$ cat src/rtl/mantissa_addsub_pipe.sv
// Pipelined sign-magnitude mantissa adder/subtractor with valid/ready flow control.
// Define MANTISSA_ADDSUB_LZC_EN to add the leading-zero-count output (lzc).
module mantissa_addsub_pipe #(
  parameter int unsigned MANTISSA_WIDTH = 23,
  parameter int unsigned PIPE_STAGES    = 2
) (
  input  logic                      clk,
  input  logic                      arst_n,
  input  logic                      in_valid,
  output logic                      in_ready,
  input  logic [MANTISSA_WIDTH+3:0] man_a,
  input  logic [MANTISSA_WIDTH+3:0] man_b,
  input  logic                      ma_sign,
  input  logic                      mb_sign,
  input  logic                      operation_select,
  output logic                      out_valid,
  input  logic                      out_ready,
  output logic [MANTISSA_WIDTH+3:0] result,
  output logic                      carry_out,
  output logic                      res_sign,
  output logic                      res_zero
`ifdef MANTISSA_ADDSUB_LZC_EN
  ,
  output logic [$clog2(MANTISSA_WIDTH+5)-1:0] lzc
`endif
);

  localparam int unsigned W    = MANTISSA_WIDTH + 4;
  localparam int unsigned PW   = W + 3;
  localparam int unsigned Last = PIPE_STAGES - 1;

  // Stage-1 arithmetic
  logic         eff_sub;
  logic         a_ge_b;
  logic [W:0]   sum;
  logic [W-1:0] diff;
  logic [W-1:0] res_c;
  logic         carry_c;
  logic         sign_c;
  logic         zero_c;

  always_comb begin
    eff_sub = operation_select ^ ma_sign ^ mb_sign;
    a_ge_b  = (man_a >= man_b);
    sum     = {1'b0, man_a} + {1'b0, man_b};
    diff    = a_ge_b ? (man_a - man_b) : (man_b - man_a);
    if (!eff_sub) begin
      res_c   = sum[W-1:0];
      carry_c = sum[W];
      sign_c  = ma_sign;
    end else begin
      res_c   = diff;
      carry_c = 1'b0;
      // Exact cancellation always yields +0
      if (diff == '0) begin
        sign_c = 1'b0;
      end else if (a_ge_b) begin
        sign_c = ma_sign;
      end else begin
        sign_c = mb_sign ^ operation_select;
      end
    end
    zero_c = (res_c == '0);
  end

  // Slot payload: {carry, sign, zero, result}
  logic [PIPE_STAGES-1:0] valid_q;
  logic [PIPE_STAGES-1:0] valid_d;
  logic [PIPE_STAGES-1:0] adv;
  logic [PIPE_STAGES-1:0] in_v;
  logic [PW-1:0]          data_q [PIPE_STAGES];
  logic [PW-1:0]          data_d [PIPE_STAGES];
  logic [PW-1:0]          in_d   [PIPE_STAGES];

  // A slot may load when it is empty or its successor is taking its content this cycle
  always_comb begin : adv_chain
    logic rdy;
    rdy = out_ready;
    for (int i = int'(PIPE_STAGES) - 1; i >= 0; i--) begin
      rdy    = !valid_q[i] || rdy;
      adv[i] = rdy;
    end
  end

  always_comb begin
    in_v[0] = in_valid;
    in_d[0] = {carry_c, sign_c, zero_c, res_c};
    for (int i = 1; i < int'(PIPE_STAGES); i++) begin
      in_v[i] = valid_q[i-1];
      in_d[i] = data_q[i-1];
    end
  end

  always_comb begin
    valid_d = valid_q;
    data_d  = data_q;
    for (int i = 0; i < int'(PIPE_STAGES); i++) begin
      if (adv[i]) begin
        valid_d[i] = in_v[i];
        if (in_v[i]) begin
          data_d[i] = in_d[i];
        end
      end
    end
  end

  always_ff @(posedge clk or negedge arst_n) begin
    if (!arst_n) begin
      valid_q <= '0;
      for (int i = 0; i < int'(PIPE_STAGES); i++) begin
        data_q[i] <= '0;
      end
    end else begin
      valid_q <= valid_d;
      data_q  <= data_d;
    end
  end

  assign in_ready  = adv[0];
  assign out_valid = valid_q[Last];
  assign {carry_out, res_sign, res_zero, result} = data_q[Last];

`ifdef MANTISSA_ADDSUB_LZC_EN
  localparam int unsigned LW = $clog2(W + 1);

  function automatic logic [LW-1:0] count_lz(input logic [W-1:0] v);
    count_lz = LW'(W);
    for (int i = 0; i < int'(W); i++) begin
      if (v[i]) count_lz = LW'(int'(W) - 1 - i);
    end
  endfunction

  logic [LW-1:0] lzc_q;
  logic [LW-1:0] lzc_d;

  // Counted as data enters the last slot so it travels with the result
  always_comb begin
    lzc_d = lzc_q;
    if (adv[Last] && in_v[Last]) begin
      lzc_d = count_lz(in_d[Last][W-1:0]);
    end
  end

  always_ff @(posedge clk or negedge arst_n) begin
    if (!arst_n) begin
      lzc_q <= '0;
    end else begin
      lzc_q <= lzc_d;
    end
  end

  assign lzc = lzc_q;
`endif

endmodule

$ cat config.mk
export PLATFORM = sky130hd
export DESIGN_NAME = mantissa_addsub_pipe
export DESIGN_NICKNAME = d
export VERILOG_FILES = /design/src/rtl/mantissa_addsub_pipe.sv
export SDC_FILE = /design/constraint.sdc
export NUM_CORES = 1
export LEC_CHECK = 0
export ABC_AREA = 1
export CAP_MARGIN = 25
export CORE_ASPECT_RATIO = 1.75
export CORE_MARGIN = 5
export CORE_UTILIZATION = 60
export CTS_CLUSTER_SIZE = 20
export DETAILED_ROUTE_END_ITERATION = 8
export PLACE_DENSITY_LB_ADDON = 0.05
export SLEW_MARGIN = 20
export SYNTH_ARGS = -nofsm -noshare
export SYNTH_HDL_FRONTEND = slang
export SYNTH_SLANG_ARGS = --single-unit
$ cat constraint.sdc
create_clock -name clk -period 3.7 [get_ports clk]
set_input_delay 0.925 -clock clk [delete_from_list [all_inputs] [get_ports clk]]
set_output_delay 0.925 -clock clk [all_outputs]
set_load 0.02 [all_outputs]
==> flow_summary_export.csv <==
group,metric,value,unit
sta,drv_slew,0,
layout,final_common_cell,"nand2_1",
die,rows,59,
setup_path,critPathArrivalTime,3.91,ns
sta,fmax,0.2737,GHz
sta,period_share,98.76,%
power,finalPower,4.220,mW
sta,whs,0.4856,ns
clock_network,numCtsBuffers,9,
setup_path,cp.required,3.96,ns
worst_hold_path,hp-class,"flop to flop",
global_routing,grt_use_total,37.41,%
layout,fin_util,78.08,%
setup_path,max_stage_delay,0.47,ns
clock_network,cts_tree,"yes",
detailed_routing,num_vias,10654,
detailed_routing,drc,0,
die,io_pins,93,
power,leakagePower,6.527,nW
sta,setup_viol,0,
global_routing,antenna_found_initial,0,
synthesis,synth_seq_cells,62,
sta,setup_ws,0.04598,ns
synthesis,ys_warn_count,0,
synthesis,synthesis.nets,1642,
die,die_w,102.7,microns
power,vdd_drop_max,0.2594,mV
layout,nFillCells,1115,
layout,layout-drive-gt1-share,19.43,%
sta,min_period,3.654,ns
setup_path,cp-end-kind,"flop",
die,coreArea,0.01484,sq mm
die,die_area,0.01768,sq mm
place,dp_hpwl,27890,microns
setup_path,worst_path_max_delay_cell,"clkdlybuf4s50_1",
setup_path,crit_family,"simple AND/OR/NAND/NOR gates",
place,port_buffers,92,
clock_network,cts-root-buf,"clkbuf_16",
sta,hold_violations,0,
clock_network,clk_pin_slew,0.05,ns
setup_path,crit_chain,"clkdlybuf4s50_1 > inv_1 > ha_2 > buf_4 > inv_1 > a21oi_1 > o21ai_0 > a21oi_1 > nand3_1 > nand2_1 > nand2_1 > nand2_1 > nand2_1 > nor2_2 > nand3_1 > nor2_1 > nand3_1 > nand2_1",
sta,tightest_slew,1.029,ns
detailed_routing,wl,32810,microns
global_routing,grt_pass1_vias,10767,
synthesis,synthCells,1498,
detailed_routing,drt-initial-drc-count,824,
synthesis,synth_area_leaders,"nand2_1 (21%), dfrtp_1 (17%), ha_1 (11%)",
outcome,status,"finished, final reports clean",
detailed_routing,via_per_inst,5.526,
layout,multi_input_area,0.006092,sq mm
layout,layout_common_cells,"nand2_1 (504), inv_1 (234), buf_4 (210)",
die,initial_core_util,60.77,%
layout,fin_area,0.01158,sq mm
global_routing,grt_overflow,0,
synthesis,syn_avg_cell_area,6.020,sq um
setup_path,cp_max_fo,6,
setup_path,crit_path_frequent_cell,"nand2_1",
synthesis,yosys.area.top_type,"nand2_1",
global_routing,grt_max_degree,42,
setup_path,crit_type,"input pin to flop",
synthesis,synth.top_cell.area_share,21.02,%
layout,finalNetCount,1886,
synthesis,synth-seq-area-share,17.21,%
place,place_ws,-0.2860,ns
clock_network,cts_sinks,62,
sta,finClkSkew,0.009301,ns
clock_network,cts_max_path_buffers,2,
detailed_routing,firstDrtPassIters,6,
clock_network,htreeDepth,3,
clock_network,clk_latency,0.33,ns
setup_path,crit_buf_inv,4,
place,routabilityCongestion,1.026,
detailed_routing,wire_per_inst,17.02,microns
run,max_cap_viol_count,0,
synthesis,syn_area,0.009017,sq mm
sta,relSlewSlack,31.22,%
layout,diodes,0,
clock_network,cts_hold_buf,0,
global_routing,grt_pass1_wl,50960,microns
power,p_per_area,364.2,mW/mm^2
setup_path,critPathLaunchType,"input pin",
layout,regArea,0.001551,sq mm
place,placedInstanceArea,0.01125,sq mm
detailed_routing,ant_nets,0,
synthesis,yosysUniqueCellTypes,40,
die,die_y,172.2,microns
layout,area.growth.synth_to_final,28.47,%
==> final timing paths <==
path / start / end / slack (ns) / cells past startpoint
min in group asynchronous: arst_n / result[4] / 0.62 / 1
min: data_q[49] / data_q[49] / 0.49 / 2
max reg2reg: valid_q[1] / result[17] / 1.78 / 4
max in group asynchronous: arst_n / result[20] / 2.29 / 2
min reg2reg: data_q[49] / data_q[49] / 0.49 / 2
max: man_a[17] / data_q[57] / 0.05 / 18
==> kinds of logic (layout without fill, tap and decap cells) <==
group / after synthesis / after routing / share of synthesized area [%]
flip-flops: 62 / 62 / 17.21
adder cells (fa/ha/maj): 83 / 83 / 11.77
AO/OA/AOI/OAI: 158 / 158 / 9.435
AND/OR/NAND/NOR: 825 / 825 / 39.67
multiplexers: 23 / 23 / 2.872
XOR/XNOR: 30 / 30 / 2.914
buffers and inverters: 317 / 564 / 16.14
==> routing by layer <==
layer	vias to the layer above	wire length [microns]	global-route usage (%)
met2	521	16540	66.97
met3	174	2054	4.481
met1	4819	11420	38.44
met5	-	0	0
li1	5140	-	-
met4	0	2796	28.90
==> per-stage QoR <==
stage / instances / TNS, ns
2_1_floorplan: 1498 / 0
3_3_place_gp: 1914 / -0.8441
3_5_place_dp: 1914 / -2.045
4_1_cts: 1928 / 0
5_1_grt: 1928 / -0.01182
6_report: 1928 / 0
==> registers in the layout (all words and copies together), names as in the netlist <==
signal     flops
res_zero       1
res_sign       1
result        27
valid_q        2
data_q        30
carry_out      1
==> Yosys cell counts (all sizes together) <==
master  number
mux2        23
xor2        30
nand3      131
o21ai       70
fa           3
nand2      533
a221oi       1
a21oi       71
and2         1
nand4       30
nor3        11
ha          80
inv        246
a21o         2
nor2       115
clkbuf      12
buf         59
and3         1
a31o         1
o21bai      10
a31oi        3
or2          3
dfrtp       62
==> what timing repair did <==
item,4_1_cts,5_1_grt
buffers inserted,0,0
setup endpoints to repair,1,5
endpoints found under the hold margin,0,0
resized for setup,1,26
==> final cells by class <==
class                      count  share of cell area [%]
inverter                     246                   7.971
clock inverter                 2                 0.08640
timing repair buffer         304                   21.86
clock buffer                  12                   2.128
sequential                    62                   13.39
tap                          183                   1.976
multi-input combinational   1119                   52.59
==> worst register-to-register path: cells and delay by family, from the launching register on <==
kind / cells / cell delay, ns
flip-flops: 1 / 0.40
AND/OR/NAND/NOR: 2 / 0.70
AO/OA/AOI/OAI: 1 / 0.27
buffers and inverters: 1 / 0.43
==> where the power goes <==
| part | internal [mW] | switching (mW) | total (mW) |
|---|---|---|---|
| Combinational | 1.07 | 1.38 | 2.45 |
| Clock | 0.461 | 0.279 | 0.740 |
| Sequential | 0.901 | 0.126 | 1.03 |
(Power assumes the default switching activity.)
==> variant, RTL diff (same settings) <==
Set the parameter `PIPE_STAGES` to 1 (it was 2).
--- a/src/rtl/mantissa_addsub_pipe.sv
+++ b/src/rtl/mantissa_addsub_pipe.sv
@@ -2,7 +2,7 @@
 // Define MANTISSA_ADDSUB_LZC_EN to add the leading-zero-count output (lzc).
 module mantissa_addsub_pipe #(
   parameter int unsigned MANTISSA_WIDTH = 23,
-  parameter int unsigned PIPE_STAGES    = 2
+  parameter int unsigned PIPE_STAGES    = 1
 ) (
   input  logic                      clk,
   input  logic                      arst_n,
Formal check against the unedited RTL: not equivalent (Yosys sat finds a counterexample within 4 cycles, from zero or initial values and one cycle with arst_n low).
==> variant against the unedited design <==
Design area decreased by 15%; worst setup slack improved by 0.048 ns; utilization increased by 4.0 points; sequential cell count decreased by 31; wire length decreased by 8.8%; clock power decreased by 34%; count of clock-buffer cells in the layout decreased by 6; power decreased by 29%; synthesized area decreased by 18%; largest cell class unchanged.
==> variant: results (changes against the unedited design) <==
| Metric | Value |
|---|---|
| Clock skew | `0.00630 ns (-0.00300 ns)` |
| Largest cells by area after synthesis | `nand2_1, ha_1, dfrtp_1, inv_1, nand3_1` |
| Pin count of the biggest net entering global routing | `32 (-24%)` |
| Quantity of hold-fixing buffers added after cts | `0 (unchanged)` |
| Outcome | `finished clean` |
| Maximum root-to-sink buffer count | `2 (unchanged)` |
| GRT Overall Usage | `0.407 (+0.0332)` |
| Most flops, register | `data_q` |
| RePlAce Congestion | `1.16 (+13%)` |
| Vias in the first global route | `9853 (-8.5%)` |
| Leak | `5.44 nW (-17%)` |
| Layout cells sized above 1 | `0.178 (-0.0164)` |
| Pre-antenna DRT Iters | `7 (+1)` |
| WL met2 | `14400 um (-13%)` |
| Final WL | `29900 um (-8.8%)` |
| Final Net Count | `1706 (-9.5%)` |
| First-pass GRT wire length | `46700 um (-8.4%)` |
| TritonCTS Buffers | `5 (-4)` |
| Worst slack at placement | `-0.0710 ns (+0.215 ns)` |
| Vias per cell | `5.74 (+4.0%)` |
| Worst-path maximum fanout | `11 (+5)` |
| Synth unique cells | `38 (-5.0%)` |
| Critical Path AT | `3.82 ns (-0.09 ns)` |
| Initial antenna violation count | `0 (unchanged)` |
| Synthesized Nets | `1477 (-10%)` |
| Synthesis warning total | `0 (unchanged)` |
| Clock Latency Late Sink | `0.28 ns (-0.05 ns)` |
| VDD IR max | `305 uV (+18%)` |
| Commonest cells in the netlist | `nand2_1, inv_1, nand3_1` |
| M1 WL | `9080 um (-20%)` |
| Inserted Diodes | `0 (unchanged)` |
| First-iteration detailed-routing DRC count | `1104 (+34%)` |
| Hold Crit Class | `reg -> reg` |
| Register area share after synthesis | `0.105 (-0.0668)` |
| CTS clk-pin slew, worst paths | `0.05 ns (about the same)` |
| DP Area | `9480 um2 (-16%)` |
| Setup-failing EPs final | `0 (unchanged)` |
| HPWL Detailed | `23800 um (-15%)` |
| Slowest stage delay, CP | `0.49 ns (+0.02 ns)` |
| Fillcell total | `924 (-17%)` |
| H-tree levels | `2 (-1)` |
| Met3 Wirelength | `2800 um (+36%)` |
| CP delay by family, top | `simple AND/OR/NAND/NOR gates` |
| Worst slew margin | `0.600 (+0.288)` |
| Switching power total | `1.40 mW (-22%)` |
| Mapped Avg Cell Area | `5.53 um2 (-8.2%)` |
| DR WL/cell | `17.3 um (+1.7%)` |
-- variant: timing repair --
action	in CTS	in global routing
setup buffers	0	5
endpoints found under the setup margin	0	3
hold endpoints to repair	0	0
resized for setup	0	52
-- variant: worst paths after layout --
kind / from / end / slack [ns] / depth (start not counted)
max: man_a[21] / data_q[27] / 0.09 / 22
min: data_q[4] / data_q[4] / 0.48 / 2
max reg2reg: out_valid / data_q[28] / 1.79 / 7
min reg2reg: data_q[4] / data_q[4] / 0.48 / 2
max in group asynchronous: arst_n / data_q[18] / 2.35 / 2
min in group asynchronous: arst_n / out_valid / 1.04 / 2
-- variant: cell type report --
class	count	area (um2)	share of cell area
repair buffers	261	2230	0.226
flip-flops and latches	31	776	0.0787
inverters	214	826	0.0838
multi-input cells	1049	5640	0.573
clock inverters	2	35.0	0.00356
well taps	165	206	0.0210
clock buffers	6	139	0.0141
-- variant: kinds of logic after synthesis --
group / share of synthesized area
buf+inv: 0.147
flops: 0.105
fa+ha+maj: 0.144
xor+xnor: 0.0262
compound gates: 0.116
simple gates: 0.462
-- variant: worst register-to-register path, stage by stage (launching register included) --
cell	delay [ns]
dfrtp_1	0.38
nand2_1	0.10
nand2_1	0.21
inv_1	0.53
o21ai_0	0.27
nor2_1	0.20
nand2_1	0.10
nand2_1	0.07
-- variant: power by group through the flow --
stage | Clock (mW) | Combinational [mW] | Sequential, mW
global placement | 0 | 1.85 | 0.462
CTS | 0.485 | 1.91 | 0.463
global route | 0.508 | 2.18 | 0.474
detailed placement | 0 | 1.88 | 0.465
finish | 0.489 | 2.02 | 0.464
floorplan | 0 | 0.953 | 0.559
-- variant: routing by layer --
layer | track usage | vias to the layer above
li1 | - | 4648
met1 | 0.394 | 4360
met2 | 0.706 | 655
met3 | 0.0880 | 263
met4 | 0.371 | 0
met5 | 0 | -
